## src/rtl/pll_lock_rst_seq.sv

```systemverilog
// PLL reset sequencer: pulses the PLL reset, qualifies LOCK, then releases
// peripheral and CPU resets in order. Lock timeout or loss restarts the PLL.
module pll_lock_rst_seq #(
    parameter int SYNC_STAGES         = 2,
    parameter int PLL_RST_CYCLES      = 16,
    parameter int LOCK_TIMEOUT_CYCLES = 65536,
    parameter int LOCK_STABLE_CYCLES  = 1024,
    parameter int STAGGER_CYCLES      = 64,
    parameter int CNT_W               = 17
) (
    input  logic       clk,
    input  logic       rst_n,
    input  logic       pll_lock,
    output logic       pll_rst,
    output logic       periph_rstn,
    output logic       cpu_rstn,
    output logic       locked,
    output logic       lock_lost,
    output logic [7:0] relock_cnt
);

    typedef enum logic [2:0] {
        ST_PLL_RST,
        ST_WAIT_LOCK,
        ST_STABLE,
        ST_REL_PERIPH,
        ST_RUN
    } state_t;

    localparam logic [CNT_W-1:0] RST_LAST     = CNT_W'(PLL_RST_CYCLES - 1);
    localparam logic [CNT_W-1:0] TIMEOUT_LAST = CNT_W'(LOCK_TIMEOUT_CYCLES - 1);
    localparam logic [CNT_W-1:0] STABLE_LAST  = CNT_W'(LOCK_STABLE_CYCLES - 1);
    localparam logic [CNT_W-1:0] STAGGER_LAST = CNT_W'(STAGGER_CYCLES - 1);

    logic [SYNC_STAGES-1:0] sync_q;
    logic                   lock_s;
    state_t                 state, state_nxt;
    logic [CNT_W-1:0]       cnt;
    logic                   relock_inc;
    logic                   lost_nxt;

    // pll_lock is asynchronous to clk; plain flop chain, reset to "unlocked"
    always_ff @(posedge clk or negedge rst_n) begin
        if (!rst_n) sync_q <= '0;
        else        sync_q <= {sync_q[SYNC_STAGES-2:0], pll_lock};
    end

    assign lock_s = sync_q[SYNC_STAGES-1];

    always_comb begin
        state_nxt  = state;
        relock_inc = 1'b0;
        lost_nxt   = 1'b0;
        case (state)
            ST_PLL_RST: begin
                if (cnt == RST_LAST) state_nxt = ST_WAIT_LOCK;
            end
            ST_WAIT_LOCK: begin
                if (lock_s) begin
                    state_nxt = ST_STABLE;
                end else if (cnt == TIMEOUT_LAST) begin
                    state_nxt  = ST_PLL_RST;
                    relock_inc = 1'b1;
                end
            end
            ST_STABLE: begin
                if (!lock_s)                 state_nxt = ST_WAIT_LOCK;
                else if (cnt == STABLE_LAST) state_nxt = ST_REL_PERIPH;
            end
            ST_REL_PERIPH: begin
                // lock loss wins over the stagger exit
                if (!lock_s) begin
                    state_nxt  = ST_PLL_RST;
                    relock_inc = 1'b1;
                    lost_nxt   = 1'b1;
                end else if (cnt == STAGGER_LAST) begin
                    state_nxt = ST_RUN;
                end
            end
            ST_RUN: begin
                if (!lock_s) begin
                    state_nxt  = ST_PLL_RST;
                    relock_inc = 1'b1;
                    lost_nxt   = 1'b1;
                end
            end
            default: state_nxt = ST_PLL_RST;
        endcase
    end

    // Outputs decode the next state so they line up with the state register
    always_ff @(posedge clk or negedge rst_n) begin
        if (!rst_n) begin
            state       <= ST_PLL_RST;
            cnt         <= '0;
            pll_rst     <= 1'b1;
            periph_rstn <= 1'b0;
            cpu_rstn    <= 1'b0;
            locked      <= 1'b0;
            lock_lost   <= 1'b0;
            relock_cnt  <= 8'd0;
        end else begin
            state       <= state_nxt;
            cnt         <= (state_nxt != state || state_nxt == ST_RUN) ? '0 : cnt + 1'b1;
            pll_rst     <= (state_nxt == ST_PLL_RST);
            periph_rstn <= (state_nxt == ST_REL_PERIPH) || (state_nxt == ST_RUN);
            cpu_rstn    <= (state_nxt == ST_RUN);
            locked      <= (state_nxt == ST_RUN);
            lock_lost   <= lost_nxt;
            if (relock_inc && relock_cnt != 8'hFF) relock_cnt <= relock_cnt + 8'd1;
        end
    end

endmodule

```

## config.mk

```make
export PLATFORM = sky130hd
export DESIGN_NAME = pll_lock_rst_seq
export DESIGN_NICKNAME = d
export VERILOG_FILES = /design/src/rtl/pll_lock_rst_seq.sv
export SDC_FILE = /design/constraint.sdc
export NUM_CORES = 1
export LEC_CHECK = 0
export ABC_AREA = 1
export BUFFER_PORTS_ARGS = -buffer_cell sky130_fd_sc_hd__buf_4
export CORE_ASPECT_RATIO = 0.5
export CORE_MARGIN = 2
export CORE_UTILIZATION = 60
export CTS_CLUSTER_SIZE = 28
export DETAILED_ROUTE_END_ITERATION = 16
export GPL_TIMING_DRIVEN = 0
export PLACE_DENSITY = 0.79
export SLEW_MARGIN = 15
export SYNTH_ARGS = -nofsm -noshare
export SYNTH_HDL_FRONTEND = slang
export SYNTH_SLANG_ARGS = --single-unit
```

## constraint.sdc

```tcl
create_clock -name clk -period 6.3 [get_ports clk]
set_input_delay 0.63 -clock clk [delete_from_list [all_inputs] [get_ports clk]]
set_output_delay 0.63 -clock clk [all_outputs]
set_load 0.02 [all_outputs]
```

; ---- Yosys cells after proc, flatten, opt, wreduce, memory -nomap -nowiden
; Cells that the tools add are included.
[totals]
memories = 0
in_bits = 3
elab_cells = 43
ramBits = 0
romBits = 0
reg_bits = 34
latch_bits = 0
[classes]
eq_ne = 12
muxes = 15
bitwise = 0
n_div = 0
addsub = 2
magnitude_cmp = 0
n_reduce_logical = 6
mul = 0
shift = 0
[ops]
columns = op, count
row1 = $mux 3, 8
row2 = $add 17x1->17 const B, 1
row3 = $eq 17x10->1 const B, 1
row4 = $eq 17x16->1 const B, 1
row5 = $eq 17x4->1 const B, 1
row6 = $eq 17x6->1 const B, 1
row7 = $mux 17, 1
row8 = $pmux 3 s5, 1
row9 = $eq 3x2->1 const B, 3
row10 = $add 8x1->8 const B, 1
row11 = $ne 8x8->1 const B, 1
row12 = $eq 3x3->1 const B, 2
row13 = $logic_not 3->1, 2
row14 = $mux 1, 4
row15 = $eq 3x1->1 const B, 1
row16 = $ne 3x3->1, 1
row17 = $logic_or 1x1->1, 2
row18 = $pmux 1 s2, 1
row19 = $reduce_or 2->1, 1
row20 = $logic_and 1x1->1, 1

; ---- Depth between registers and ports, before layout
; Gate-level depths: netlist of the first run.
[depth]
depth_word = 7
ltp_mapped = 18
ltp_nobuf = 17

; ---- Least setup slack after synthesis of the first run
; OpenSTA, ideal clock, no wires.
[synth_path]
path_kind = reg2reg
from = register cnt[0]
to = register cnt[7]
period_less_slack_ps = 2608
slack_ps = 3692
arrival_ps = 2482
setup_ps = 125
path_stages_with_launch = 19
path_cell_list = dfrtp_1 > ha_1 > nand3_2 > nor3_4 > nand2_1 > nor4_1 > nand2_1 > nor3_1 > ha_1 > inv_1 > a21oi_1 > o21ai_1 > inv_1 > nand3_1 > nand2_1 > nor2_4 > nand2_4 > buf_12 > nor2_4
[synth_via]
elab_chain_len = 7
[synth_rtl]
columns = element, line
row1 = start: declaration, 38  ; logic [CNT_W-1:0] cnt;
row2 = start signal: assignment, 104  ; cnt <= (state_nxt != state || state_nxt == ST_RUN) ? '0 : cnt + 1'b1;
row3 = "$eq 17x6->1, or another cell as far along", 76  ; end else if (cnt == STAGGER_LAST) begin
row4 = $mux 3 (on tied branches), "76, 61, 68"
row5 = $mux 3 (on tied branches), "72, 59, 67"
row6 = $pmux 3 s5, 54  ; case (state)
row7 = $ne 3x3->1 / $eq 3x3->1 (equally long branches), 104
row8 = $logic_or 1x1->1, 104
row9 = $mux 17 (*), 104
; Mark *: on every way between the ends. The rest lies on a longest branch, timed or not.
; A chain may end at the register's enable or synchronous reset.

; ---- Worst setup path after layout of the first run
[layout_path]
from = register cnt[0]
to = register cnt[15]
; The elaborated chain is that of the path after synthesis.

==> results of run 1 <==
==> logic make-up (layout without fill, tap and decap cells) <==
family	Yosys count	after routing	synth area share
AOI/OAI and AO/OA	12	12	0.03524
xor gates and xnor gates	16	16	0.07175
adders and majority gates	3	3	0.01922
buffers and inverters	34	57	0.08008
DFF	34	34	0.4363
muxes	3	3	0.01730
and+or+nand+nor	125	125	0.3402
==> per-layer routing <==
metal  global-route usage  routed length (um)  vias to the layer above  share of wire
met5                    0                   0                        -              0
met4              0.09841                  57                        0          0.015
met3              0.06903                 186                        6          0.051
met2               0.3780                1674                       36           0.46
met1               0.2842                1758                      697           0.48
li1                     -                   -                      755              -
==> cells in the final DEF (no fill, tap or decap), types with 2 or more instances in the layout <==
cell and instances:
buf_4 16, nor2_4 11, nor2_2 3, nand3_1 16
clkbuf_8 5, xnor2_1 2, a21oi_1 2, nor4_1 3
xor2_1 14, nand2_4 2, nor3_1 6, inv_1 27
clkinvlp_4 2, o21ai_0 3, nand4_1 6, nand2_1 40
nand2_2 6, inv_2 3, o21ai_1 4, nor2_1 29
mux2_1 3, ha_1 3, dfrtp_1 33
==> report_power, final <==
group | internal [mW] | switching (mW) | leakage [nW]
clock | 0.118 | 0.0876 | 0.0504
combinational | 0.0746 | 0.133 | 0.573
sequential | 0.244 | 0.0307 | 0.458
total | 0.437 | 0.251 | 1.08
==> registers in the layout, summed over array words and instances (netlist names) <==
| signal | flops |
|---|---|
| cnt | 17 |
| lock_lost | 1 |
| locked | 1 |
| periph_rstn | 1 |
| pll_rst | 1 |
| relock_cnt | 8 |
| state | 3 |
| sync_q | 2 |
==> per-stage QoR <==
stage | power, mW | cell area [um^2] | worst slack [ns] | util | hold slack (ns)
2_1_floorplan | 0.4448 | 1953 | 3.692 | - | 0.3312
3_3_place_gp | 0.4800 | 2116 | 3.310 | 0.6942 | 0.3358
3_5_place_dp | 0.4886 | 2116 | 3.244 | 0.6942 | 0.3418
4_1_cts | 0.6950 | 2230 | 3.214 | 0.7315 | 0.2810
5_1_grt | 0.7277 | 2230 | 2.881 | 0.7315 | 0.2999
6_report | 0.6879 | 2230 | 3.201 | 0.7315 | 0.2638
==> worst max path at each step <==
stage	start	endpoint	slack (ns)	cells after the start
finish	cnt[0]$_DFF_PN0_	cnt[15]$_DFF_PN0_	3.20	18
detailed placement	cnt[0]$_DFF_PN0_	cnt[14]$_DFF_PN0_	3.24	18
CTS	cnt[0]$_DFF_PN0_	cnt[11]$_DFF_PN0_	3.21	18
global route	cnt[0]$_DFF_PN0_	cnt[14]$_DFF_PN0_	2.88	18
global placement	cnt[0]$_DFF_PN0_	cnt[7]$_DFF_PN0_	3.31	18
floorplan	cnt[0]$_DFF_PN0_	cnt[7]$_DFF_PN0_	3.69	18
==> layout make-up <==
cell class | count | area [um^2] | area share
Multi-Input combinational cell | 159 | 944.7 | 0.4237
Sequential cell | 34 | 852.1 | 0.3822
Timing Repair Buffer | 15 | 112.6 | 0.05051
Inverter | 30 | 112.6 | 0.05051
Clock buffer | 5 | 68.82 | 0.03086
Tap cell | 40 | 50.05 | 0.02245
Clock inverter | 3 | 45.04 | 0.02020
Buffer | 4 | 43.79 | 0.01964
==> worst register-to-register path: stages, from the launching register on <==
cell and delay (ns):
dfrtp_1 0.37, ha_1 0.26, nand3_2 0.17, nor3_4 0.23
nand2_1 0.10, nor4_1 0.33, nand2_1 0.15, nor3_1 0.17
ha_1 0.20, inv_1 0.06, a21oi_1 0.19, o21ai_1 0.08
inv_1 0.07, nand3_1 0.08, nand2_1 0.12, nor2_4 0.05
nand2_4 0.12, buf_12 0.19, nor2_4 0.04
==> summary.md, run 1 <==
| Metric | Value |
|---|---|
| Pin count of the biggest net entering global routing | 35 |
| RSZ-0062 raised after global routing | no |
| Layout cells sized above 1 | 0.2280 |
| EDFF count, synth | 0 |
| First-pass GRT wire length | 6.486 mm |
| Number of synthesized register bits | 34 |
| Main synth FF type | dfrtp_1 |
| DP HPWL | 2.692 mm |
| Avg Vias per Cell | 5.152 |
| Seq/Total Area, Yosys | 0.4363 |
| Synthesized area per cell | 8.604 um^2 |
| ANT nets after route | 0 |
| Die Wd | 84.69 um |
| Crit Reg-Reg Startpoint | cnt[0]$_DFF_PN0_ |
| Initial antenna violation count | 0 |
| Clock Skew | 0.008529 ns |
| Post-synth top area cell | dfrtp_1 |
| Postcts setup bufs | 0 |
| First-pass DRT Iterations | 4 |
| WP data arrival | 3.28 ns |
| CP delay by family, top | simple AND/OR/NAND/NOR gates |
| Critical path buffer and inverter count | 3 |
| Core footprint | 3048 um^2 |
| Type of origin of the critical path | flip-flop |
| DRC | 0 |
| Fin crit share | 0.4919 |
| Root Buffer | clkbuf_8 |
| H-tree levels | 2 |
| Post_cts resized | 0 |
| Final net count | 255 |
| Antenna diode instance count | 0 |
| Fillers | 220 |
| Endpoints failing hold | 0 |
| Worst EP required | 6.48 ns |
| Initial Utilization | 0.6408 |
| Peak VDD IR | 0.3100 mV |
| Clk_lat worst skew | 0.30 ns |
| Post-synthesis async set-or-reset flop share | 1.000 |
| Layout Cells excl Fill | 290 |
| Rows | 14 |
| Pwr Density | 308.5 nW/um^2 |
| IO Port Bufs | 15 |
| Worst R2R End | cnt[15]$_DFF_PN0_ |
| Most common cell in the netlist | nand2_1 |
| Leak | 1.082 nW |
| Hold crit path type | primary input to asynchronous set/reset pin |
| Vias in the first global route | 1485 |
| Syn Inst Count | 227 |
| Inserted Clock Buffers | 5 |
| Reg clk slew, reported paths | 0.08 ns |
| GRT Overall Usage | 0.2272 |
| Pins Over Slew Limit | 0 |
| Cell mode on critical path | nand2_1 |
| Routability cong. | 0.8282 |
| Syn nets | 233 |
| Post-synth top cells | nand2_1, dfrtp_1, nor2_1 |
| Total Wirelength | 3.678 mm |
| Setup violations, final | 0 |
| Synth unique cells | 31 |
| Wirelength per Cell | 12.68 um |
| Mapped Area | 1953 um^2 |
| Total placed cells including tap cells | 282 |
| Reg2reg setup slack | 3.20 ns |
| Total Die Area | 3755 um^2 |
| CP Capture Type | flip-flop |
| Critical path class | flip-flop to flip-flop |
| Starting DRT DRC Count | 85 |
| Synth top area cells | dfrtp_1, nand2_1, nor2_4 |
| Worst path cell trace | ha_1, nand3_2, nor3_4, nand2_1, nor4_1, nand2_1, nor3_1, ha_1, inv_1, a21oi_1, o21ai_1, inv_1, nand3_1, nand2_1, nor2_4, nand2_4, buf_12, nor2_4 |
| Worst-Margin Slew | 0.4463 ns |
| CP max FO | 10 |
| Critical Path Max Stage Delay | 0.37 ns |
| Clock Sinks | 34 |
| Area grow syn2layout | 14.16% |
| Status | completed |
| Post-CTS Hold Buffers | 0 |
| TNS Setup | 0 ns |
| Slew margin rel. | 0.6997 |
| Worst Reg2Reg Path Length in Cells | 18 |
| Vias after detailed routing | 1494 |
| Critical Path Slowest Stage Cell | dfrtp_1 |
| Max Root-Sink Buffers | 2 |
| Share of the synthesized area in the top cell type | 0.4228 |
| Max Clk Rate | 322.7 MHz |
| Io pins | 16 |
| Tmin final | 3.099 ns |
| YS warnings | 0 |
| # Max-Cap Violations | 0 |
| GRT overflow | 0 |
| TritonCTS clock tree | yes |
| Die Height | 44.35 um |
Power figures use the tool's default switching activity.
==> run 2, diff against run 1 <==
CORE_UTILIZATION = 59   (was 60)
PLACE_DENSITY = 0.78   (was 0.79)
clock period = 3.25 ns   (was 6.3 ns; I/O delays follow)
==> summary.md, run 2 (same netlist as run 1, synthesis figures left out) <==
| Metric | Value |
|---|---|
| CP max FO | 10 |
| Peak VDD IR | 0.6295 mV |
| Max Clk Rate | 334.4 MHz |
| Hold Path Sink | sync_q[0]$_DFF_PN0_ |
| Type of origin of the critical path | flip-flop |
| Area of the multi-input gates | 953.4 um^2 |
| IO Port Bufs | 15 |
| Leak | 1.099 nW |
| Initial antenna violation count | 0 |
| Clock Sinks | 34 |
| Antenna diode instance count | 0 |
| Reg2reg setup slack | 0.26 ns |
| Final Hold Slack | 0.1411 ns |
| Most common cell after layout, fill and taps aside | nand2_1 |
| Initial Utilization | 0.6335 |
| Commonest non-fill, non-tap cells in the layout | nand2_1, dfrtp_1, nor2_1, inv_1, buf_4 |
| Hold Path Depth | 1 |
| Endpoints failing hold | 0 |
| Total Wirelength | 3.652 mm |
| Area grow syn2layout | 15.50% |
| Core footprint | 3083 um^2 |
| Clock Skew | 0.005472 ns |
| GRT overflow | 0 |
| First-pass GRT wire length | 6.417 mm |
| Avg Vias per Cell | 5.034 |
| Wirelength per Cell | 12.46 um |
| Pwr Density | 587.1 nW/um^2 |
| Vias in the first global route | 1455 |
| Final net count | 258 |
| Clk_lat worst skew | 0.29 ns |
| HP Start | pll_lock |
| Pins Over Slew Limit | 0 |
| GRT Overall Usage | 0.2218 |
| Die Height | 44.69 um |
| Storage element area | 852.1 um^2 |
| Vias after detailed routing | 1475 |
| Rows | 14 |
| # Max-Cap Violations | 0 |
| DP HPWL | 2.483 mm |
| Fillers | 238 |
| Routability cong. | 0.8003 |
| Worst R2R End | cnt[11]$_DFF_PN0_ |
| ANT nets after route | 0 |
| Total Die Area | 3815 um^2 |
| Io pins | 16 |
| DRC | 0 |
| Number of flip-flops in the largest register | 17 |
| Status | completed |
| Tmin final | 2.991 ns |
| WP data arrival | 3.16 ns |
| Worst-Margin Slew | 0.4356 ns |
| H-tree levels | 2 |
| Most flops, register | cnt |
| Fin crit share | 0.9202 |
| Slew margin rel. | 0.7096 |
| Hold crit path type | primary input to flip-flop |
| Final Power | 1.324 mW |
| End-of-flow core utilization | 0.7317 |
| Top flop regs | cnt: 17 flops, relock_cnt: 8 flops, state: 3 flops |
| Die Wd | 85.37 um |
| Reg clk slew, reported paths | 0.07 ns |
| CP Capture Type | flip-flop |
| Setup violations, final | 0 |
| Crit Reg-Reg Startpoint | cnt[0]$_DFF_PN0_ |
| Root Buffer | clkbuf_8 |
| Starting DRT DRC Count | 63 |
| Layout cells sized above 1 | 0.2332 |
| Max Root-Sink Buffers | 2 |
| Worst Reg2Reg Path Length in Cells | 18 |
| Critical path class | flip-flop to flip-flop |
| Inserted Clock Buffers | 5 |
| TritonCTS clock tree | yes |
| First-pass DRT Iterations | 4 |
| Worst EP required | 3.42 ns |
| Pin count of the biggest net entering global routing | 35 |
run 2: cell count changes in the layout (fill, tap and decap cells not counted), sizes merged:
cell / before / now
dlygate4sd3: 0 / 1
clkinvlp: 2 / 0
clkbuf: 6 / 8
buf: 18 / 20
run 2: repair_timing:
item,4_1_cts,5_1_grt
hold buffers,1,0
endpoints found under the hold margin,33,0
gates resized for setup,0,2
buffers inserted,0,2
endpoints found under the setup margin,0,13
run 2: through the flow:
| stage | cells | cell area (um^2) | setup WS, ns | TNS (ns) |
|---|---|---|---|---|
| 2_1_floorplan | 227 | 1953 | 0.6424 | 0 |
| 3_3_place_gp | 282 | 2116 | 0.2484 | 0 |
| 3_5_place_dp | 282 | 2116 | 0.2030 | 0 |
| 4_1_cts | 291 | 2232 | 0.1753 | 0 |
| 5_1_grt | 293 | 2256 | -0.01783 | -0.09723 |
| 6_report | 293 | 2256 | 0.2593 | 0 |
run 2: final cells by class:
type                            count  area share
Clock buffer                        7     0.03383
Multi-Input combinational cell    159      0.4226
Inverter                           30     0.04992
Timing Repair Buffer               18     0.06101
Tap cell                           40     0.02219
Clock inverter                      1     0.01331
Buffer                              4     0.01941
Sequential cell                    34      0.3777
run 2: where the power goes:
group | switching [mW] | internal, mW
clock | 0.149 | 0.229
combinational | 0.263 | 0.146
sequential | 0.0639 | 0.474
total | 0.476 | 0.849
run 2: worst max path at each step:
stage / startpoint / endpoint / slack [ns] / cells past startpoint
after floorplan: cnt[0]$_DFF_PN0_ / cnt[7]$_DFF_PN0_ / 0.64 / 18
after global placement: cnt[0]$_DFF_PN0_ / cnt[7]$_DFF_PN0_ / 0.25 / 18
after detailed placement: cnt[0]$_DFF_PN0_ / cnt[14]$_DFF_PN0_ / 0.20 / 18
after CTS: cnt[0]$_DFF_PN0_ / cnt[11]$_DFF_PN0_ / 0.18 / 18
after global routing: cnt[0]$_DFF_PN0_ / cnt[11]$_DFF_PN0_ / -0.02 / 18
final: cnt[0]$_DFF_PN0_ / cnt[11]$_DFF_PN0_ / 0.26 / 18
run 2: worst max-delay path: stages (launching register included):
cell     delay, ns
dfrtp_1       0.37
ha_1          0.26
nand3_2       0.19
nor3_4        0.25
nand2_1       0.11
nor4_2        0.24
nand2_1       0.14
nor3_1        0.16
ha_1          0.20
inv_1         0.06
a21oi_1       0.16
o21ai_1       0.08
inv_1         0.07
nand3_1       0.07
nand2_1       0.12
nor2_4        0.05
nand2_4       0.12
buf_12        0.19
nor2_4        0.04
run 2: metal layers:
metal	GRT usage	up-vias	share of wire
li1	-	767	-
met1	0.2886	674	0.48
met2	0.3656	29	0.46
met3	0.06157	5	0.048
met4	0.07937	0	0.010
met5	0	-	0
